**config.mk**
```make
export PLATFORM = sky130hd
export DESIGN_NAME = rom_rr_arbiter
export DESIGN_NICKNAME = d
export VERILOG_FILES = /design/src/rtl/rom_rr_arbiter.sv
export SDC_FILE = /design/constraint.sdc
export NUM_CORES = 1
export LEC_CHECK = 0
export ABC_AREA = 0
export CORE_MARGIN = 2
export CORE_UTILIZATION = 40
export DETAILED_ROUTE_END_ITERATION = 16
export PLACE_DENSITY = 0.6
export SKIP_LAST_GASP = 1
export SLEW_MARGIN = 20
export SYNTH_ARGS = -nofsm -noshare
export SYNTH_HDL_FRONTEND = slang
export SYNTH_SLANG_ARGS = --single-unit
```
**constraint.sdc**
```tcl
create_clock -name clk_i -period 11.1 [get_ports clk_i]
set_clock_uncertainty 0.05 [all_clocks]
set_input_delay 2.22 -clock clk_i [delete_from_list [all_inputs] [get_ports clk_i]]
set_output_delay 2.22 -clock clk_i [all_outputs]
set_load 0.02 [all_outputs]
```
**src/rtl/rom_rr_arbiter.sv**
```systemverilog
// rom_rr_arbiter
//   Shares one synchronous single-port ROM (1-cycle read latency, e.g. the
//   SDFT twiddle table) between N_REQ requesters. Each cycle at most one
//   request is granted, chosen round-robin. The granted address goes straight
//   to the ROM, and the returning data is tagged with the owner's index.
//
// Ports
//   clk_i         clock
//   rst_i         asynchronous reset, active-high
//   req_valid_i   per-requester read request
//   req_addr_i    packed addresses, requester i at [i*AWIDTH +: AWIDTH]
//   req_ready_o   one-hot grant; a transfer happens when valid & ready
//   rom_rdaddr_o  address to the ROM (0 when nothing is granted)
//   rom_rddata_i  ROM data, valid one cycle after the address
//   rsp_valid_o   one-hot response strobe (no backpressure)
//   rsp_id_o      index of the requester owning rsp_data_o
//   rsp_data_o    ROM read data
//
// Configuration
//   ROM_ARB_OUT_REG_EN  when defined, adds one register stage on
//                       rsp_valid_o / rsp_id_o / rsp_data_o (latency t+2).
//                       When undefined, the latency is t+1 and rsp_data_o
//                       passes through combinationally.
module rom_rr_arbiter #(
  parameter int N_REQ  = 4,
  parameter int AWIDTH = 9,
  parameter int DWIDTH = 16
) (
  input  logic                      clk_i,
  input  logic                      rst_i,
  input  logic [N_REQ-1:0]          req_valid_i,
  input  logic [N_REQ*AWIDTH-1:0]   req_addr_i,
  output logic [N_REQ-1:0]          req_ready_o,
  output logic [AWIDTH-1:0]         rom_rdaddr_o,
  input  logic [DWIDTH-1:0]         rom_rddata_i,
  output logic [N_REQ-1:0]          rsp_valid_o,
  output logic [$clog2(N_REQ)-1:0]  rsp_id_o,
  output logic [DWIDTH-1:0]         rsp_data_o
);

  localparam int IDW = $clog2(N_REQ);

  logic [IDW-1:0]    ptr_q, ptr_d;
  logic [N_REQ-1:0]  rsp_valid_q, rsp_valid_d;
  logic [IDW-1:0]    rsp_id_q, rsp_id_d;

  logic [N_REQ-1:0]  grant_vec;
  logic [IDW-1:0]    grant_id;
  logic              grant_any;
  logic [AWIDTH-1:0] grant_addr;
  int                scan_start;
  int                scan_idx;

  // Round-robin scan starting at ptr. Unreachable ptr codes (N_REQ not a
  // power of two) restart the scan at 0. While reset is held, nothing is
  // granted, so no transfer can be recorded.
  always_comb begin
    grant_vec  = '0;
    grant_id   = '0;
    grant_any  = 1'b0;
    grant_addr = '0;
    scan_idx   = 0;
    scan_start = (int'(ptr_q) < N_REQ) ? int'(ptr_q) : 0;
    for (int k = 0; k < N_REQ; k++) begin
      scan_idx = scan_start + k;
      if (scan_idx >= N_REQ) begin
        scan_idx = scan_idx - N_REQ;
      end
      if (!grant_any && req_valid_i[scan_idx]) begin
        grant_any           = 1'b1;
        grant_id            = IDW'(scan_idx);
        grant_vec[scan_idx] = 1'b1;
        grant_addr          = req_addr_i[scan_idx*AWIDTH +: AWIDTH];
      end
    end
    if (rst_i) begin
      grant_any  = 1'b0;
      grant_vec  = '0;
      grant_id   = '0;
      grant_addr = '0;
    end
  end

  assign req_ready_o  = grant_vec;
  assign rom_rdaddr_o = grant_addr;

  // The pointer moves just past the winner, so the winner has the lowest
  // priority next cycle; it holds still when nobody is granted.
  always_comb begin
    ptr_d       = ptr_q;
    rsp_valid_d = grant_vec;
    rsp_id_d    = rsp_id_q;
    if (grant_any) begin
      ptr_d    = (int'(grant_id) == N_REQ - 1) ? '0 : grant_id + 1'b1;
      rsp_id_d = grant_id;
    end
  end

  always_ff @(posedge clk_i or posedge rst_i) begin
    if (rst_i) begin
      ptr_q       <= '0;
      rsp_valid_q <= '0;
      rsp_id_q    <= '0;
    end else begin
      ptr_q       <= ptr_d;
      rsp_valid_q <= rsp_valid_d;
      rsp_id_q    <= rsp_id_d;
    end
  end

`ifdef ROM_ARB_OUT_REG_EN
  logic [N_REQ-1:0]  out_valid_q, out_valid_d;
  logic [IDW-1:0]    out_id_q, out_id_d;
  logic [DWIDTH-1:0] out_data_q, out_data_d;

  // The ROM data lines up with rsp_valid_q, so both enter this stage together.
  always_comb begin
    out_valid_d = rsp_valid_q;
    out_id_d    = rsp_id_q;
    out_data_d  = rom_rddata_i;
  end

  always_ff @(posedge clk_i or posedge rst_i) begin
    if (rst_i) begin
      out_valid_q <= '0;
      out_id_q    <= '0;
      out_data_q  <= '0;
    end else begin
      out_valid_q <= out_valid_d;
      out_id_q    <= out_id_d;
      out_data_q  <= out_data_d;
    end
  end

  assign rsp_valid_o = out_valid_q;
  assign rsp_id_o    = out_id_q;
  assign rsp_data_o  = out_data_q;
`else
  assign rsp_valid_o = rsp_valid_q;
  assign rsp_id_o    = rsp_id_q;
  assign rsp_data_o  = rom_rddata_i;
`endif

endmodule

```
# After elaboration in Yosys (flattened, before gate mapping)
# Index checks and enable logic that the tools add are counted.
dict set report op_classes {
  n_lt_le_gt_ge 12
  n_bitwise 3
  n_eq_ne 1
  muxes 45
  n_reduce_logical 10
  n_shift 4
  add_sub_neg 8
  n_mul 4
}
# op count
set ops {}
lappend ops {{$shiftx A36 B32 Y9} 4}
lappend ops {{$ge A32 B1 Y1 const B} 4}
lappend ops {{$lt A32 B4 Y1 const B} 4}
lappend ops {{$mul A32 B5 Y32 const B} 4}
lappend ops {{$mux W32} 4}
lappend ops {{$mux W9} 5}
lappend ops {{$mux W4} 5}
lappend ops {{$mux W1} 17}
lappend ops {{$mux W2} 6}
lappend ops {{$or A4 B4 Y4} 3}
lappend ops {{$sub A3 B3 Y4 const B} 3}
lappend ops {{$ge A3 B3 Y1 const B} 3}
lappend ops {{$bmux W1 S2} 4}
lappend ops {{$demux W1 S2} 4}
lappend ops {{$logic_and A1 B1 Y1} 7}
lappend ops {{$add A2 B2 Y3 const B} 2}
lappend ops {{$sub A2 B3 Y4 const B} 1}
lappend ops {{$add A2 B1 Y3 const B} 1}
lappend ops {{$ge A2 B3 Y1 const B} 1}
lappend ops {{$logic_not A1 Y1} 3}
lappend ops {{$add A2 B1 Y2 const B} 1}
lappend ops {{$eq A2 B1 Y1 const B} 1}
dict set report totals {
  in_bits 58
  reg_bits 8
  output_inout_bits 35
  elab_cells 90
}

# Longest topological paths before layout
# Gate-level depths: netlist of run 1.
dict set report depth {
  word_depth 18
  ltp_mapped 20
  ltp_nobuf 12
}

# Worst setup path before layout of run 1
# OpenSTA, ideal clock, no wires.
dict set report synth_path {
  path_kind {flip-flop to output port}
  from {register ptr_q[0]}
  to {output port rom_rdaddr_o[1]}
  t_arrival_ns 4.842
  slack_ns 3.988
  t_required_ns 8.830
  path_stages_with_launch 20
  n_path_buf 10
  path_cell_list {dfrtp_1 > buf_6 > buf_8 > inv_2 > buf_2 > buf_4 > ha_1 > buf_4 > buf_4 > buf_2 > buf_2 > clkbuf_1 > nor2_1 > fa_1 > buf_1 > and3_1 > nand4_1 > o22ai_1 > a2111oi_0 > a2111oi_1}
}
dict set report synth_between {
  elab_chain_len 16
  elab_cells_between_ends 49
  cone_classes {add/sub (7); mul (4); order compare (4); shift (4); mux (24); reduce/logical (6)}
}
# element line
set synth_lines {}
lappend synth_lines {{start: declaration} 43} ;# logic [IDW-1:0] ptr_q, ptr_d;
lappend synth_lines {{start signal: assignment} 105} ;# ptr_q <= ptr_d;
lappend synth_lines {{parallel branches: the longest is 14 deep, another holds $mul A32 B5 Y32} -}
lappend synth_lines {{$mux W9 *} 69} ;# if (!grant_any && req_valid_i[scan_idx]) begin
lappend synth_lines {{$mux W9 *} 76} ;# if (rst_i) begin
lappend synth_lines {{end: declaration} 34} ;# output logic [AWIDTH-1:0] rom_rdaddr_o,
# Every way passes the cells marked *. The select of a mux whose other input is x is not followed.

# Final worst setup path of run 1
dict set report layout_path {
  from {register ptr_q[1]}
  to {output port rom_rdaddr_o[1]}
}
# The elaborated chain is that of the path after synthesis.

==> results of run 1 <==
-- power by group through the flow --
stage / logic, mW / clock network (mW) / registers [mW]
4_1_cts: 2.18 / 0.0638 / 0.0805
2_1_floorplan: 1.68 / 0 / 0.0642
5_1_grt: 2.38 / 0.0655 / 0.0833
3_5_place_dp: 2.17 / 0 / 0.0806
3_3_place_gp: 2.19 / 0 / 0.0806
6_report: 2.26 / 0.0626 / 0.0812
-- cell families (layout without fill, tap and decap cells) --
logic type / Yosys count / count (layout) / share of synthesized area (%)
buffers and inverters: 126 / 92 / 11.6
AND/OR/NAND/NOR: 241 / 241 / 19.8
XOR/XNOR: 4 / 4 / 0.581
flip-flops: 8 / 8 / 3.32
multiplexers: 143 / 143 / 36.4
adder cells (fa/ha/maj): 16 / 16 / 3.44
AO/OA/AOI/OAI: 210 / 210 / 24.8
-- registers in the layout, indices dropped and copies added, names as in the netlist --
register     cells
ptr_q            2
rsp_id_o         2
rsp_valid_o      4
-- final cells by class --
class                      instances  area (sq um)  share of cell area [%]
multi-input combinational        614          5140                    80.3
timing repair buffer              70           676                    10.6
clock buffer                       4          78.8                    1.23
inverter                          18          67.6                    1.06
sequential                         8           205                    3.21
tap                              184           230                    3.60
-- through the flow --
| step | power, mW | worst slack [ns] |
|---|---|---|
| floorplan | 1.74 | 3.99 |
| global placement | 2.27 | 2.91 |
| detailed placement | 2.25 | 2.83 |
| CTS | 2.32 | 2.56 |
| global route | 2.53 | 2.18 |
| finish | 2.40 | 2.43 |
-- synthesized netlist by cell type, types with 4 or more instances --
cell	number
nand2_1	85
mux4_2	56
nor2_1	53
mux2i_1	49
a21oi_1	40
clkbuf_1	39
mux2_2	36
buf_4	32
buf_2	23
o21ai_0	22
nand2b_1	19
a31oi_1	18
nand3_1	17
ha_1	15
a211oi_1	13
inv_1	13
nor2b_1	13
a221oi_1	12
o211ai_1	11
buf_6	9
a22oi_1	8
a311oi_1	8
dfrtp_1	8
nor3_1	8
a2111oi_0	7
a21o_1	7
o22ai_1	7
o311ai_0	7
o31ai_1	7
and3_1	6
o221ai_1	6
or3_1	6
nand4_1	5
nor4_1	4
o32ai_1	4
o41ai_1	4
-- layer usage --
metal  wire length [um]  part of all wire [%]
met1              10200                    38
met2              11900                    44
met3               3480                    13
met4               1250                   4.7
met5                  0                     0
-- how the worst min path moves through the flow --
stage / endpoint / slack [ns] / depth (start not counted)
global route: rsp_id_o[0]$_DFFE_PP0P_ / 0.46 / 1
floorplan: rsp_id_o[1]$_DFFE_PP0P_ / 0.54 / 1
CTS: rsp_id_o[1]$_DFFE_PP0P_ / 0.43 / 1
finish: rsp_id_o[1]$_DFFE_PP0P_ / 0.43 / 1
global placement: rsp_id_o[1]$_DFFE_PP0P_ / 0.41 / 1
detailed placement: rsp_id_o[1]$_DFFE_PP0P_ / 0.42 / 1
-- critical path, delay by kind of cell (launching register included) --
family,cells,cell delay [ns]
buffers and inverters,5,2.56
AOI/OAI and AO/OA,3,1.01
DFF,1,0.33
and+or+nand+nor,3,0.51
xor gates and xnor gates,1,0.40
adders and majority gates,3,1.33
==> impl_metrics.py, run 1 <==
metrics = {
    "global_routing": {
        "use_met3_pct": 7.84,
        "met1_usage_pct": 43.1,
        "grt.busiest_layer": "met2",
        "grt_pass1_wl_um": 40200,
        "grt_max_degree": 73,
        "grt_pass1_vias": 6334,
        "gr-total-overflow": 0,
        "grt_antenna_before_repair": 0,
        "grt.met2_usage_pct": 51.1,
        "grt_usage_pct": 32.3,
    },
    "floorplanning": {
        "coreArea_sq_um": 14600,
        "dieWidth_um": 127,
        "die_area_sq_um": 16100,
        "die_h_um": 127,
        "rows": 44,
        "initial_utilization_pct": 41.2,
        "pin_count": 93,
    },
    "placement": {
        "gp_congestion": 1.07,
        "placed_area_sq_um": 6320,
        "hpwlAfterDp_um": 19000,
        "port_buffers": 60,
        "numPlacedInstances": 894,
    },
    "logic_synthesis": {
        "synth_area_sq_um": 6030,
        "syn_inst": 748,
        "synth_nets": 822,
        "synth_largest_area_cell": "mux4_2",
        "synth.area.top_cells": "mux4_2 (21%), mux2i_1 (8.1%), mux2_2 (6.7%), nand2_1 (5.3%), buf_4 (4.0%)",
        "synth_seq_cells": 8,
        "synth.distinct_cells": 83,
        "async_reset_ff_share_pct": 100,
        "avgSynthCellArea_sq_um": 8.06,
        "ys.flop_type": "dfrtp_1",
        "synth_edf_count": 0,
        "yosysTopAreaCellShare_pct": 20.9,
        "ys_warn_count": 0,
        "ys_seq_area_share_pct": 3.32,
    },
    "layout": {
        "layout-drive-gt1-share_pct": 16.9,
        "fin_util_pct": 43.7,
        "final_cell_mix": "nand2_1 (85), clkdlybuf4s50_1 (60), mux4_2 (56)",
        "final_nets": 789,
        "fillers": 1471,
        "stdcell_count": 898,
        "syn2layout_area_growth_pct": 6.10,
        "design_area_sq_um": 6400,
        "final_common_cell": "nand2_1",
        "antennaDiodeCount": 0,
    },
    "sta": {
        "setup_viol": 0,
        "setup_tns_ns": 0,
        "final_hold_viol_count": 0,
        "max_slew_margin_pct": 36.7,
        "rsz0062_at_grt": "false",
        "hold_slack_ns": 0.429,
        "finalCriticalPeriod_ns": 8.67,
        "final_max_slew_viol_count": 0,
        "worst_pin_slew_ns": 0.938,
        "fmax_mhz": 115,
        "finalCritPeriodShare_pct": 78.1,
    },
    "cts": {
        "cts_tree": "done",
        "htreeDepth": 1,
        "cts_sinks": 8,
        "cts_buffer_depth": 2,
        "cts_made_buffers": 3,
        "post_cts_buffers": 0,
        "clkLatencyLatePin_ns": 0.23,
        "cts_hold_buf": 0,
        "cts.clk_slew.worst_paths_ns": 0.04,
        "cts_resized": 0,
        "cts-root-buf": "clkbuf_16",
    },
    "pwr": {
        "clkPwrFrac_pct": 2.6,
        "internal_power_mw": 0.990,
        "ir_drop_mv": 0.152,
        "power_frac_seq_pct": 3.4,
        "leakagePower_nw": 2.28,
        "share_comb_of_total_power_pct": 94.0,
        "p_per_area_nw_per_um2": 375,
        "switching_share_pct": 58.8,
        "switchingPower_mw": 1.41,
    },
    "flow_run": {
        "drv_cap": 0,
    },
    "worst_setup_path": {
        "cp_slowest_stage_delay_ns": 0.73,
        "worstPathArrival_ns": 6.40,
        "rrSetupSlack_ns": 5.99,
        "start_kind": "register",
        "critPathCaptureType": "output pin",
        "crit_type": "reg -> out",
        "crit_chain": "buf_4 > clkinv_1 > ha_1 > nand2_1 > buf_4 > inv_1 > ha_1 > nor2b_1 > fa_1 > xnor2_1 > nand4_1 > o22ai_1 > a2111oi_0 > a2111oi_1 > clkdlybuf4s50_1",
        "endpoint": "rom_rdaddr_o[1]",
        "crit_slowest_cell": "clkdlybuf4s50_1",
        "regToRegStartpoint": "ptr_q[1]$_DFFE_PP0P_",
        "ff2ff_path_depth": 11,
        "path_max_fanout": 52,
        "timing.rr.end": "ptr_q[1]$_DFFE_PP0P_",
        "crit_required_ns": 8.83,
        "worstSetupStartpoint": "ptr_q[1]$_DFFE_PP0P_",
    },
    "routing": {
        "ant_nets": 0,
        "vias_per_cell": 7.48,
        "drt_first_pass_iters": 8,
        "dr.first_iter.drc_count": 1061,
        "wl_per_cell_um": 29.9,
        "wl_um": 26900,
        "vias": 6718,
        "post-route-drc-count": 0,
    },
    "outcome": {
        "outcome": "finished clean",
    },
    "min_path": {
        "hp-start": "rsp_id_o[1]$_DFFE_PP0P_",
        "hold_class": "reg -> reg",
    },
}
No activity file was read; power rests on OpenSTA's default activity.
==> run 2: changes to the inputs <==
--- a/config.mk
+++ b/config.mk
@@ -9,7 +9,7 @@
 export CORE_MARGIN = 2
 export CORE_UTILIZATION = 40
 export DETAILED_ROUTE_END_ITERATION = 16
-export PLACE_DENSITY = 0.6
+export PLACE_DENSITY = 0.63
 export SKIP_LAST_GASP = 1
 export SLEW_MARGIN = 20
 export SYNTH_ARGS = -nofsm -noshare
==> constraint.sdc (replaced) <==
create_clock -name clk_i -period 7.1 [get_ports clk_i]
set_clock_uncertainty 0.05 [all_clocks]
set_input_delay 1.42 -clock clk_i [delete_from_list [all_inputs] [get_ports clk_i]]
set_output_delay 1.42 -clock clk_i [all_outputs]
set_load 0.02 [all_outputs]
==> impl_metrics.py, run 2 (same netlist as run 1, synthesis figures left out) <==
metrics = {
    "worst_setup_path": {
        "crit_slowest_cell": "clkdlybuf4s50_1",
        "worstPathArrival_ns": 5.19,
        "crit_required_ns": 5.63,
        "path_max_fanout": 23,
        "critPathCaptureType": "output pin",
        "timing.critical_path.mode_cell": "ha_1",
        "cp_top_family": "buffers and inverters",
        "start_kind": "register",
        "crit_chain": "clkinv_1 > ha_1 > nand2_1 > inv_1 > buf_4 > ha_1 > nor2b_1 > fa_1 > xnor2_1 > nand4_1 > o22ai_1 > a2111oi_0 > a2111oi_1 > clkdlybuf4s50_1",
        "cp_slowest_stage_delay_ns": 0.71,
        "crit_type": "reg -> out",
        "path_buf_inv": 4,
    },
    "layout": {
        "multi_input_area_sq_um": 5140,
        "final_common_cell": "nand2_1",
        "layout-drive-gt1-share_pct": 18.4,
        "antennaDiodeCount": 0,
        "fillers": 1469,
        "largest_register_ffs": 4,
        "fin_util_pct": 44.4,
        "final_nets": 802,
        "final_cell_mix": "nand2_1 (85), clkdlybuf4s50_1 (60), mux4_2 (56)",
        "seq_area_sq_um": 205,
        "syn2layout_area_growth_pct": 7.72,
    },
    "cts": {
        "htreeDepth": 1,
        "cts_tree": "done",
        "clkLatencyLatePin_ns": 0.24,
        "cts_made_buffers": 3,
        "cts-root-buf": "clkbuf_16",
        "cts_hold_buf": 0,
        "post_cts_buffers": 0,
        "cts_sinks": 8,
        "cts.clk_slew.worst_paths_ns": 0.04,
        "cts_resized": 0,
        "cts_buffer_depth": 2,
    },
    "global_routing": {
        "gr-total-overflow": 0,
        "grt_pass1_wl_um": 41100,
        "grt_antenna_before_repair": 1,
        "grt_usage_pct": 33.1,
        "grt_pass1_vias": 6249,
        "grt_max_degree": 56,
    },
    "pwr": {
        "leakagePower_nw": 2.34,
        "internal_power_mw": 1.58,
        "switching_share_pct": 58.2,
        "ir_drop_mv": 0.244,
        "total_power_mw": 3.79,
        "p_per_area_nw_per_um2": 584,
        "switchingPower_mw": 2.21,
        "clkPwrFrac_pct": 2.6,
        "share_comb_of_total_power_pct": 95.2,
        "power_frac_seq_pct": 2.2,
    },
    "sta": {
        "setup_tns_ns": 0,
        "final_max_slew_viol_count": 0,
        "finalCriticalPeriod_ns": 6.66,
        "worst_pin_slew_ns": 0.829,
        "worst_slack_ns": 0.440,
        "fmax_mhz": 150,
        "final_hold_viol_count": 0,
        "rsz0062_at_grt": "false",
        "finalCritPeriodShare_pct": 93.8,
        "max_slew_margin_pct": 43.2,
        "setup_viol": 0,
    },
    "placement": {
        "gp_congestion": 1.03,
        "dpl_worst_slack_ns": 0.642,
        "port_buffers": 60,
        "hpwlAfterDp_um": 19600,
    },
    "floorplanning": {
        "coreArea_sq_um": 14600,
        "pin_count": 93,
        "dieWidth_um": 127,
        "initial_utilization_pct": 41.2,
        "die_h_um": 127,
        "rows": 44,
        "die_area_sq_um": 16100,
    },
    "routing": {
        "vias_per_cell": 7.49,
        "post-route-drc-count": 0,
        "ant_nets": 0,
        "drt_first_pass_iters": 6,
        "dr.first_iter.drc_count": 1248,
        "vias": 6821,
        "wl_um": 26900,
        "wl_per_cell_um": 29.6,
    },
    "flow_run": {
        "drv_cap": 0,
    },
    "min_path": {
        "hold_class": "reg -> reg",
    },
    "outcome": {
        "outcome": "finished clean",
    },
}
[run 2: cell type report]
cell class	instances	share of cell area (%)
clock buffer	4	1.21
timing repair buffer	83	11.9
tap	184	3.54
multi-input combinational	614	79.1
inverter	18	1.04
sequential	8	3.16
[run 2: path summary, 6_finish.rpt]
kind	from	endpoint	slack (ns)	depth (start not counted)
worst min register to register	rsp_id_o[1]$_DFFE_PP0P_	rsp_id_o[1]$_DFFE_PP0P_	0.43	1
worst min-delay path	rsp_id_o[1]$_DFFE_PP0P_	rsp_id_o[1]$_DFFE_PP0P_	0.43	1
max in group asynchronous	rst_i	ptr_q[0]$_DFFE_PP0P_	4.63	2
worst max register to register	ptr_q[1]$_DFFE_PP0P_	ptr_q[1]$_DFFE_PP0P_	2.75	9
worst max-delay path	ptr_q[1]$_DFFE_PP0P_	rom_rdaddr_o[1]	0.44	14
min in group asynchronous	rst_i	ptr_q[0]$_DFFE_PP0P_	1.94	2
[run 2: through the flow]
| step | instance area (sq um) | cells | hold slack [ns] |
|---|---|---|---|
| after floorplan | 6030 | 748 | 0.544 |
| after global placement | 6420 | 907 | 0.411 |
| after detailed placement | 6420 | 907 | 0.425 |
| after CTS | 6490 | 911 | 0.434 |
| after global routing | 6490 | 911 | 0.463 |
| final | 6490 | 911 | 0.427 |
[run 2: routing by layer]
metal	track usage (%)	part of all wire [%]	vias to the layer above
met5	0	0	-
met4	8.47	3.2	0
met3	6.37	12	69
met2	51.9	45	547
met1	47.0	40	3347
li1	-	-	2858
[run 2: power by group through the flow]
stage | Sequential (mW) | Clock, mW | Combinational [mW]
2_1_floorplan | 0.100 | 0 | 2.62
3_3_place_gp | 0.0842 | 0 | 3.50
3_5_place_dp | 0.0856 | 0 | 3.48
4_1_cts | 0.0849 | 0.100 | 3.49
5_1_grt | 0.0879 | 0.104 | 3.83
6_report | 0.0845 | 0.0991 | 3.61
